[src/rtl/lcd_sched_pkg.sv]
// Shared definitions for the LCD command scheduler: opcodes, FSM encoding
// and the 23-bit command record handed to lcd_controller.
package lcd_sched_pkg;

   localparam logic [2:0] OP_LOAD  = 3'd0;
   localparam logic [2:0] OP_ADD   = 3'd1;
   localparam logic [2:0] OP_ADDI  = 3'd2;
   localparam logic [2:0] OP_SUB   = 3'd3;
   localparam logic [2:0] OP_SUBI  = 3'd4;
   localparam logic [2:0] OP_MUL   = 3'd5;
   localparam logic [2:0] OP_CLEAR = 3'd6;
   localparam logic [2:0] OP_DPL   = 3'd7;

   localparam logic GRANT_CPU = 1'b0;
   localparam logic GRANT_DBG = 1'b1;

   typedef enum logic [1:0] {
      ST_IDLE  = 2'd0,
      ST_ISSUE = 2'd1,
      ST_HOLD  = 2'd2
   } sched_state_e;

   typedef struct packed {
      logic [2:0]          opcode;
      logic [3:0]          reg_idx;
      logic signed [15:0]  value;
   } lcd_cmd_t;

endpackage

[src/rtl/lcd_cmd_fifo.sv]
// Synchronous FIFO with flush, full/empty flags and an occupancy count that
// reaches DEPTH inclusive. DEPTH must be a power of two so pointers wrap freely.
module lcd_cmd_fifo #(
   parameter int DEPTH = 4,
   parameter int WIDTH = 23
) (
   input  logic                     clk,
   input  logic                     reset_n,
   input  logic                     push,
   input  logic [WIDTH-1:0]         push_data,
   input  logic                     pop,
   output logic [WIDTH-1:0]         head,
   input  logic                     flush,
   output logic                     full,
   output logic                     empty,
   output logic [$clog2(DEPTH):0]   level
);
   localparam int AW = $clog2(DEPTH);

   logic [WIDTH-1:0] mem_r [DEPTH];
   logic [AW-1:0]    wr_ptr_r;
   logic [AW-1:0]    rd_ptr_r;
   logic [AW:0]      level_r;
   logic             do_push_s;
   logic             do_pop_s;

   // Qualify requests against the current flags.
   always_comb begin
      do_push_s = push && !full;
      do_pop_s  = pop && !empty;
   end

   // Pointers and occupancy; flush takes priority over any pop.
   always_ff @(posedge clk or negedge reset_n) begin
      if (!reset_n) begin
         wr_ptr_r <= '0;
         rd_ptr_r <= '0;
         level_r  <= '0;
      end else if (flush) begin
         wr_ptr_r <= '0;
         rd_ptr_r <= '0;
         level_r  <= '0;
      end else begin
         if (do_push_s) wr_ptr_r <= wr_ptr_r + 1'b1;
         if (do_pop_s)  rd_ptr_r <= rd_ptr_r + 1'b1;
         case ({do_push_s, do_pop_s})
            2'b10:   level_r <= level_r + 1'b1;
            2'b01:   level_r <= level_r - 1'b1;
            default: level_r <= level_r;
         endcase
      end
   end

   // Storage array; contents are don't-care until written.
   always_ff @(posedge clk) begin
      if (do_push_s) mem_r[wr_ptr_r] <= push_data;
   end

   assign head  = mem_r[rd_ptr_r];
   assign full  = (level_r == (AW+1)'(DEPTH));
   assign empty = (level_r == '0);
   assign level = level_r;

endmodule

[src/rtl/lcd_cmd_scheduler.sv]
// Round-robin arbiter between the CPU request queue and the debug holding
// register, issuing one lcd_controller start pulse per hold-off window.
module lcd_cmd_scheduler
   import lcd_sched_pkg::*;
#(
   parameter int FIFO_DEPTH     = 4,
   parameter int HOLDOFF_CYCLES = 2_000_000
) (
   input  logic                          clk,
   input  logic                          reset_n,
   input  logic                          cpu_valid,
   output logic                          cpu_ready,
   input  logic [2:0]                    cpu_opcode,
   input  logic [3:0]                    cpu_reg_idx,
   input  logic signed [15:0]            cpu_value,
   input  logic                          dbg_valid,
   output logic                          dbg_ready,
   input  logic [2:0]                    dbg_opcode,
   input  logic [3:0]                    dbg_reg_idx,
   input  logic signed [15:0]            dbg_value,
   input  logic                          flush,
   output logic                          lcd_start,
   output logic [2:0]                    lcd_opcode,
   output logic [3:0]                    lcd_reg_idx,
   output logic signed [15:0]            lcd_value,
   output logic                          busy,
   output logic [$clog2(FIFO_DEPTH):0]   cpu_level
);
   localparam int              CNT_W     = $clog2(HOLDOFF_CYCLES);
   localparam logic [CNT_W-1:0] HOLD_LAST = CNT_W'(HOLDOFF_CYCLES - 1);

   sched_state_e     state_r, state_nxt_s;
   logic [CNT_W-1:0] counter_r, counter_nxt_s;
   logic             last_grant_r;
   logic             lcd_start_r;
   logic             busy_r;
   lcd_cmd_t         lcd_cmd_r;
   lcd_cmd_t         cpu_cmd_s;
   lcd_cmd_t         fifo_head_s;
   lcd_cmd_t         dbg_cmd_r;
   logic             dbg_full_r;
   logic             fifo_full_s;
   logic             fifo_empty_s;
   logic             cpu_push_s;
   logic             dbg_load_s;
   logic             grant_cpu_s;
   logic             grant_dbg_s;

   assign cpu_cmd_s  = lcd_cmd_t'({cpu_opcode, cpu_reg_idx, cpu_value});
   assign cpu_ready  = !fifo_full_s && !flush;
   assign dbg_ready  = !dbg_full_r && !flush;
   assign cpu_push_s = cpu_valid && cpu_ready;
   assign dbg_load_s = dbg_valid && dbg_ready;

   lcd_cmd_fifo #(
      .DEPTH (FIFO_DEPTH),
      .WIDTH ($bits(lcd_cmd_t))
   ) u_cpu_fifo (
      .clk       (clk),
      .reset_n   (reset_n),
      .push      (cpu_push_s),
      .push_data (cpu_cmd_s),
      .pop       (grant_cpu_s),
      .head      (fifo_head_s),
      .flush     (flush),
      .full      (fifo_full_s),
      .empty     (fifo_empty_s),
      .level     (cpu_level)
   );

   // Grant decision and next state; the counter reads 0 during ISSUE so that
   // ISSUE + HOLD + IDLE spans exactly HOLDOFF_CYCLES+1 cycles.
   always_comb begin
      state_nxt_s   = state_r;
      counter_nxt_s = counter_r + 1'b1;
      grant_cpu_s   = 1'b0;
      grant_dbg_s   = 1'b0;
      case (state_r)
         ST_IDLE: begin
            counter_nxt_s = '0;
            if (!fifo_empty_s && (!dbg_full_r || last_grant_r == GRANT_DBG)) begin
               grant_cpu_s = 1'b1;
               state_nxt_s = ST_ISSUE;
            end else if (dbg_full_r) begin
               grant_dbg_s = 1'b1;
               state_nxt_s = ST_ISSUE;
            end else begin
               state_nxt_s = ST_IDLE;
            end
         end
         ST_ISSUE: state_nxt_s = ST_HOLD;
         ST_HOLD: begin
            if (counter_r == HOLD_LAST) begin
               state_nxt_s   = ST_IDLE;
               counter_nxt_s = '0;
            end else begin
               state_nxt_s = ST_HOLD;
            end
         end
         default: begin
            state_nxt_s   = ST_HOLD;
            counter_nxt_s = '0;
         end
      endcase
   end

   // FSM state, hold-off counter and the registered controller interface.
   always_ff @(posedge clk or negedge reset_n) begin
      if (!reset_n) begin
         state_r      <= ST_HOLD;
         counter_r    <= '0;
         last_grant_r <= GRANT_DBG;
         lcd_start_r  <= 1'b0;
         lcd_cmd_r    <= '0;
         busy_r       <= 1'b1;
      end else begin
         state_r     <= state_nxt_s;
         counter_r   <= counter_nxt_s;
         busy_r      <= (state_nxt_s != ST_IDLE);
         lcd_start_r <= grant_cpu_s || grant_dbg_s;
         if (grant_cpu_s) begin
            lcd_cmd_r    <= fifo_head_s;
            last_grant_r <= GRANT_CPU;
         end else if (grant_dbg_s) begin
            lcd_cmd_r    <= dbg_cmd_r;
            last_grant_r <= GRANT_DBG;
         end
      end
   end

   // One-entry debug holding register.
   always_ff @(posedge clk or negedge reset_n) begin
      if (!reset_n) begin
         dbg_full_r <= 1'b0;
         dbg_cmd_r  <= '0;
      end else if (flush || grant_dbg_s) begin
         dbg_full_r <= 1'b0;
      end else if (dbg_load_s) begin
         dbg_full_r <= 1'b1;
         dbg_cmd_r  <= lcd_cmd_t'({dbg_opcode, dbg_reg_idx, dbg_value});
      end
   end

   assign lcd_start   = lcd_start_r;
   assign lcd_opcode  = lcd_cmd_r.opcode;
   assign lcd_reg_idx = lcd_cmd_r.reg_idx;
   assign lcd_value   = lcd_cmd_r.value;
   assign busy        = busy_r;

endmodule

[config.mk]
export PLATFORM = sky130hd
export DESIGN_NAME = lcd_cmd_scheduler
export DESIGN_NICKNAME = d
export VERILOG_FILES = /design/src/rtl/lcd_sched_pkg.sv /design/src/rtl/lcd_cmd_fifo.sv /design/src/rtl/lcd_cmd_scheduler.sv
export SDC_FILE = /design/constraint.sdc
export NUM_CORES = 1
export LEC_CHECK = 0
export CAP_MARGIN = 20
export CORE_MARGIN = 3
export CORE_UTILIZATION = 25
export CTS_BUF_LIST = sky130_fd_sc_hd__clkbuf_2 sky130_fd_sc_hd__clkbuf_4 sky130_fd_sc_hd__clkbuf_8
export CTS_CLUSTER_DIAMETER = 100
export DETAILED_ROUTE_END_ITERATION = 7
export PLACE_DENSITY = 0.41
export SLEW_MARGIN = 30
export SYNTH_ARGS = -nofsm -noshare
export SYNTH_HDL_FRONTEND = slang
export SYNTH_SLANG_ARGS = --single-unit
[constraint.sdc]
create_clock -name clk -period 3.3 [get_ports clk]
set_input_delay 0.495 -clock clk [delete_from_list [all_inputs] [get_ports clk]]
set_output_delay 0.495 -clock clk [all_outputs]
set_load 0.01 [all_outputs]
==> results of run 1 <==
state kept, by name, summed over array words and instances (netlist names):
name and flops:
busy 1, counter_r 21, dbg_cmd_r 23, dbg_full_r 1, last_grant_r 1, lcd_opcode 3
lcd_reg_idx 4, lcd_start 1, lcd_value 16, state_r 2, u_cpu_fifo.level 3, u_cpu_fifo.mem_r 92
u_cpu_fifo.rd_ptr_r 2, u_cpu_fifo.wr_ptr_r 2
stage by stage:
stage | power [mW] | setup slack, ns
floorplan | 2.97 | 0.733
global placement | 3.31 | 0.780
detailed placement | 3.34 | 0.752
CTS | 4.92 | 0.744
global route | 5.06 | 0.671
finish | 4.83 | 0.759
layer usage:
metal / wire [um] / vias up / global-route usage
met4: 164 / 0 / 0.0249
met2: 8490 / 54 / 0.191
met1: 7310 / 2107 / 0.142
met3: 426 / 11 / 0.0282
li1: - / 1899 / -
met5: 0 / - / 0
area by class of cell:
class                      count  area, sq um  share of cell area
clock buffer                  17          234              0.0263
clock inverter                15          198              0.0223
inverter                      10         37.5             0.00423
multi-input combinational    249         2200               0.248
sequential                   172         4770               0.537
tap                          378          473              0.0532
timing repair buffer          99          966               0.109
synth_stat cells, types with 4 or more instances:
cell type | n | area [sq um]
inv_1 | 10 | 37.5
buf_2 | 10 | 50.1
nand3_1 | 9 | 45.0
nand2_1 | 30 | 113
edfxtp_1 | 92 | 2760
clkbuf_1 | 9 | 33.8
nand4_1 | 5 | 31.3
mux2_1 | 22 | 248
buf_4 | 5 | 37.5
xor2_1 | 12 | 105
o21ai_1 | 18 | 90.1
mux2i_1 | 25 | 250
nor2_1 | 10 | 37.5
a21oi_1 | 14 | 70.1
nor2b_1 | 4 | 25.0
a22oi_1 | 4 | 30.0
mux2_2 | 4 | 45.0
ha_1 | 8 | 100
o21ai_0 | 11 | 55.1
dfrtp_1 | 77 | 1930
or3_1 | 4 | 25.0
and2_1 | 7 | 43.8
mux4_2 | 23 | 518
power breakdown:
| group | switching, mW | internal [mW] |
|---|---|---|
| clock network | 0.897 | 0.654 |
| logic | 0.307 | 0.351 |
| registers | 0.131 | 2.49 |
worst max-delay path, cell delays in order:
cell and delay, ns:
clkdlybuf4s50_1 0.56, nor2_1 0.38, clkdlybuf4s50_1 0.61
worst max-delay path by stage:
stage | startpoint | to | slack (ns) | cells after the start
CTS | u_cpu_fifo.level[0] | cpu_ready | 0.74 | 3
floorplan | state_r[1] | u_cpu_fifo.level[2] | 0.73 | 12
global placement | flush | dbg_ready | 0.78 | 3
global route | u_cpu_fifo.level[0] | cpu_ready | 0.67 | 3
finish | flush | dbg_ready | 0.76 | 3
detailed placement | flush | u_cpu_fifo.level[2] | 0.75 | 8
kinds of logic after synthesis:
group,count (synthesis)
mux,74
flops,172
simple gates,92
compound gates,58
xor+xnor,16
buf+inv,37
fa+ha+maj,9
==> key figures, run 1 <==
Status
  – Status: completed

Timing
  – WHS: 0.0658 ns
  – Fin. max-slew vios: 0
  – Fmax: 394 MHz
  – Finish-stage setup viols: 0
  – Setup TNS: 0 ns
  – RSZ-0062 raised after global routing: no
  – Tmin final: 2.54 ns
  – Period utilisation layout: 0.770
  – Slew margin rel.: 0.511
  – Worst-margin pin slew: 0.732 ns
  – Clk_skew: 0.0216 ns
  – Hold Vio Cnt, Final: 0

Detailed routing
  – Drt pass-1 iters: 4
  – Final ANT Viol Nets: 0
  – Via count: between 4000 and 5000
  – Final WL: approximately 16000 um
  – Drc violations: 0
  – Vias per Instance: 4.33
  – Initial DRC Count: 187
  – Avg WL per Cell: 17.4 um

CTS
  – PostCTS Resize Cnt: 0
  – Post-CTS setup buffer count: 0
  – Latest clock arrival within the worst-skew pair: 0.46 ns
  – Worst-path clk slew: 0.11 ns
  – CTS tree: yes
  – CTS Sinks: 172
  – Root Buffer: clkbuf_8
  – H-tree levels: 4
  – Number of CTS-inserted buffers: 17
  – Post-CTS Hold Buffers: 0
  – Max Buffers Root-to-Sink: 2

Synthesis
  – Xor and xnor fraction of the mapped netlist area: 0.0206
  – Unique masters post-synth: 53
  – Post-synthesis mux area share: 0.148
  – Number of synthesized flops with an enable pin: 92
  – Syn Area/Cell: 15.6 sq um
  – Synth Cell Area: 7160 sq um
  – Synth Area in Adders: 0.0168
  – Async set-or-reset flop fraction in the synthesized netlist: 0.465
  – Syn Nets: 518
  – Dominant synthesized flop cell: edfxtp_1
  – Simple-gate share of the synthesized area: 0.0725
  – Synth warnings: 0
  – Post-Syn Instances: between 400 and 500
  – Seq cells post-synth: 172
  – Main combinational cell family by area after synthesis: multiplexers
  – Synth Area in Compound Gates: 0.0484
  – Seq/Total Area, Yosys: 0.666

Die
  – Initial Utilization: 0.256
  – Core area: 28000 sq um
  – Die span in y: 175 um
  – Die width: 175 um
  – Die area: between 30000 and 40000 sq um
  – Core Rows: 61
  – Io pins: 81

Pwr
  – Maximum vdd drop: 0.000219 V
  – LEAKAGE: 3.23 nW
  – Power per Cell Area: 543 nW/um^2

Global route
  – GRT Overall Usage: 0.111
  – GRT overflow: 0
  – Antenna violations before repair: 0
  – First-pass GRT wire length: 25900 um
  – Vias in the first global route: about 4400
  – Largest net degree at the start of global routing: 50

Setup path
  – Setup CP Type: input port to primary output
  – CP endpoint kind: primary output
  – Worst EP arrival: ~2 ns
  – Worst Setup Start Kind: input port
  – Reg2reg setup slack: 0.84 ns
  – Reg-to-reg startpoint: state_r[1]
  – Max Fanout on Critical Path: 8
  – R2r endpoint: u_cpu_fifo.level[2]
  – Crit path required time: 2.80 ns
  – Reg2reg path depth: 10

Final layout
  – Final Core Density: 0.317
  – Share of layout cells above drive strength 1: 0.171
  – Commonest cells after routing, fill and taps aside: 92 x edfxtp_1, 79 x clkdlybuf4s50_1, 76 x dfrtp_1
  – Leading cell type in the layout, fill and taps excluded: edfxtp_1
  – Number of fill cells: 2778
  – Area grow syn2layout: 24.1%
  – Fin area: 8880 sq um
  – Layout Cells excl Fill: 940
  – Nets@finish: 609
  – ANT cells: 0

Min path
  – Hold Path Class: input port to asynchronous set/reset pin

Placement
  – DP HPWL: 10900 um
  – Final Wtd Congestion: just over 0.7
  – Placed cell count: 908
  – Placed cell areas: 8450 sq um
  – # port buffers: 80

Run
  – Max-Cap Viols: 0
Note: power is estimated with default switching activity, not from simulation.
==> inputs of run 2 (changes only) <==
--- a/config.mk
+++ b/config.mk
@@ -11,7 +11,7 @@
 export CTS_BUF_LIST = sky130_fd_sc_hd__clkbuf_2 sky130_fd_sc_hd__clkbuf_4 sky130_fd_sc_hd__clkbuf_8
 export CTS_CLUSTER_DIAMETER = 100
 export DETAILED_ROUTE_END_ITERATION = 7
-export PLACE_DENSITY = 0.41
+export PLACE_DENSITY = 0.42
 export SLEW_MARGIN = 30
 export SYNTH_ARGS = -nofsm -noshare
 export SYNTH_HDL_FRONTEND = slang
==> constraint.sdc (replaced) <==
create_clock -name clk -period 2.2 [get_ports clk]
set_input_delay 0.33 -clock clk [delete_from_list [all_inputs] [get_ports clk]]
set_output_delay 0.33 -clock clk [all_outputs]
set_load 0.01 [all_outputs]
==> run 2 against run 1 <==
Net effect: sequential power is 50% higher; design area grew 2.1%; clock-buffer cell count grew 1; hold slack better by 0.32 ns; power up 47%; via count is 2.5% higher; non-clock buffer count up 19; first-iteration DRC count rose by 7.5%; worst setup slack worse by 0.69 ns; final cell count up 2.0%; combinational power is 53% higher; routed wire length about the same; largest cell class unchanged.
==> key figures, run 2 (same netlist as run 1, synthesis figures left out) <==
Timing
  – Finish-stage setup viols: 0
  – RSZ-0062 raised after global routing: no
  – Hold Vio Cnt, Final: 0
  – Tmin final: about 2.1 ns
  – Fin. max-slew vios: 0
  – Fmax: 470 MHz
  – Slew margin rel.: 0.634
  – Setup TNS: 0 ns
  – Worst-margin pin slew: 0.549 ns
  – Final setup margin: 0.0718 ns
  – Period utilisation layout: 0.967
  – Clk_skew: around 0.021 ns

Detailed routing
  – Final ANT Viol Nets: 0
  – Drc violations: 0
  – Drt pass-1 iters: 4
  – Final WL: approximately 16000 um
  – Via count: around 4200
  – Avg WL per Cell: 17.1 um
  – Initial DRC Count: 201
  – Vias per Instance: 4.35

Placement
  – Placed cell count: 925
  – Place WS: -0.0138 ns
  – Final Wtd Congestion: 0.722
  – Placed cell areas: 8650 sq um
  – # port buffers: 80
  – DP HPWL: 11300 um

Final layout
  – Area grow syn2layout: 26.6%
  – Commonest cells after routing, fill and taps aside: 92 x edfxtp_1, 77 x clkdlybuf4s50_1, 76 x dfrtp_1
  – Nets@finish: between 600 and 700
  – Top Registers: u_cpu_fifo.mem_r: 92 flops, dbg_cmd_r: 23 flops, counter_r: 21 flops
  – Share of layout cells above drive strength 1: 0.208
  – Layout Cells excl Fill: 959
  – Final Core Density: 0.324
  – Largest register by flop count: u_cpu_fifo.mem_r
  – Leading cell type in the layout, fill and taps excluded: edfxtp_1
  – Fin area: 9070 sq um
  – Number of fill cells: 2780
  – ANT cells: 0
  – Max reg flops: 92

Setup path
  – Worst Setup Start Kind: flip-flop
  – Worst-path cell chain: inv_2 > ha_4 > o31a_1 > and2_4 > nor2b_4 > fa_2 > inv_2 > nand3_2 > o22ai_2 > mux2_4
  – Worst EP arrival: between 2 and 2.5 ns
  – Reg-to-reg startpoint: state_r[1]
  – Largest stage delay, worst path: ~0.55 ns
  – Worst path slowest cell: dfstp_2
  – Setup CP Type: flip-flop to flip-flop
  – Bufs and invs on worst path: 2
  – Reg2reg setup slack: 0.07 ns
  – Most frequent CP cell: inv_2
  – R2r endpoint: u_cpu_fifo.level[2]
  – CP endpoint kind: flip-flop
  – Crit path required time: ~2.5 ns
  – Reg2reg path depth: 10
  – Kind of cell adding the most delay to the critical path: flip-flops
  – Max Fanout on Critical Path: 2

Die
  – Die span in y: approximately 180 um
  – Die area: 30700 sq um
  – Initial Utilization: 0.256
  – Core Rows: just over 60
  – Core area: approximately 28000 sq um
  – Die width: 175 um
  – Io pins: 81

Min path
  – Hold Path Class: input port to asynchronous set/reset pin

Global route
  – Largest net degree at the start of global routing: 50
  – Antenna violations before repair: 0
  – GRT Overall Usage: 0.111
  – Vias in the first global route: ~4500
  – GRT overflow: 0
  – First-pass GRT wire length: 26100 um

CTS
  – CTS tree: yes
  – H-tree levels: 4
  – Max Buffers Root-to-Sink: 2
  – Root Buffer: clkbuf_8
  – Latest clock arrival within the worst-skew pair: 0.46 ns
  – Worst-path clk slew: 0.09 ns
  – CTS Sinks: 172
  – Number of CTS-inserted buffers: 17

Pwr
  – Switching Power: 1.89 mW
  – Maximum vdd drop: 0.000261 V
  – LEAKAGE: 3.35 nW
  – Comb pwr share: 0.143
  – Power per Cell Area: around 800 nW/um^2
  – Sequential share of power: 0.552
  – Clock network fraction of total power: 0.305
  – Switch share: 0.266
  – Int Pwr: 5.21 mW

Status
  – Status: completed

Run
  – Max-Cap Viols: 0
run 2: power groups by stage:
stage / Clock [mW] / Combinational (mW) / Sequential (mW)
2_1_floorplan: 0 / 0.446 / 4.00
3_3_place_gp: 0 / 1.01 / 3.97
3_5_place_dp: 0 / 1.03 / 3.99
4_1_cts: 2.26 / 1.04 / 3.92
5_1_grt: 2.40 / 1.13 / 3.96
6_report: 2.17 / 1.01 / 3.92
run 2: routing by layer:
metal | global-route usage | vias to the layer above | routed length [um]
li1 | - | 1929 | -
met1 | 0.138 | 2151 | 7340
met2 | 0.188 | 76 | 8280
met3 | 0.0278 | 17 | 545
met4 | 0.0386 | 0 | 223
met5 | 0 | - | 0
run 2: metrics by stage:
stage,power [mW],hold WS (ns)
2_1_floorplan,4.45,0.0344
3_3_place_gp,4.99,0.322
3_5_place_dp,5.02,0.331
4_1_cts,7.23,0.373
5_1_grt,7.49,0.390
6_report,7.10,0.388
run 2: worst reg2reg max path: cells and delay by family (launching register included):
family	cells	cell delay, ns
flip-flops	1	0.55
adder cells (fa/ha/maj)	2	0.50
AND/OR/NAND/NOR	3	0.33
multiplexers	1	0.31
AO/OA/AOI/OAI	2	0.22
buffers and inverters	2	0.12
run 2: timing repair:
item / in CTS / in global routing
resized for setup: 4 / 2
hold endpoints to repair: 28 / 0
pin swaps: 2 / 3
setup endpoints to repair: 2 / 2
buffers inserted: 1 / 0
hold buffers: 1 / 0
run 2: how the worst max path moves through the flow:
stage	startpoint	endpoint	slack (ns)	cells past startpoint
final	state_r[1]	u_cpu_fifo.level[2]	0.07	10
after global routing	state_r[1]	u_cpu_fifo.level[2]	0.006	10
after CTS	state_r[1]	u_cpu_fifo.level[2]	0.01	10
after detailed placement	cpu_valid	u_cpu_fifo.level[2]	-0.01	9
after global placement	cpu_valid	u_cpu_fifo.level[2]	-0.002	9
after floorplan	state_r[1]	u_cpu_fifo.level[2]	-0.24	12
run 2: area by class of cell:
type | instances | area, sq um | share of cell area
Clock inverter | 14 | 135 | 0.0149
Inverter | 10 | 37.5 | 0.00414
Sequential cell | 172 | 4770 | 0.526
Tap cell | 378 | 473 | 0.0522
Clock buffer | 18 | 241 | 0.0266
Timing Repair Buffer | 118 | 1160 | 0.128
Multi-Input combinational cell | 249 | 2250 | 0.248
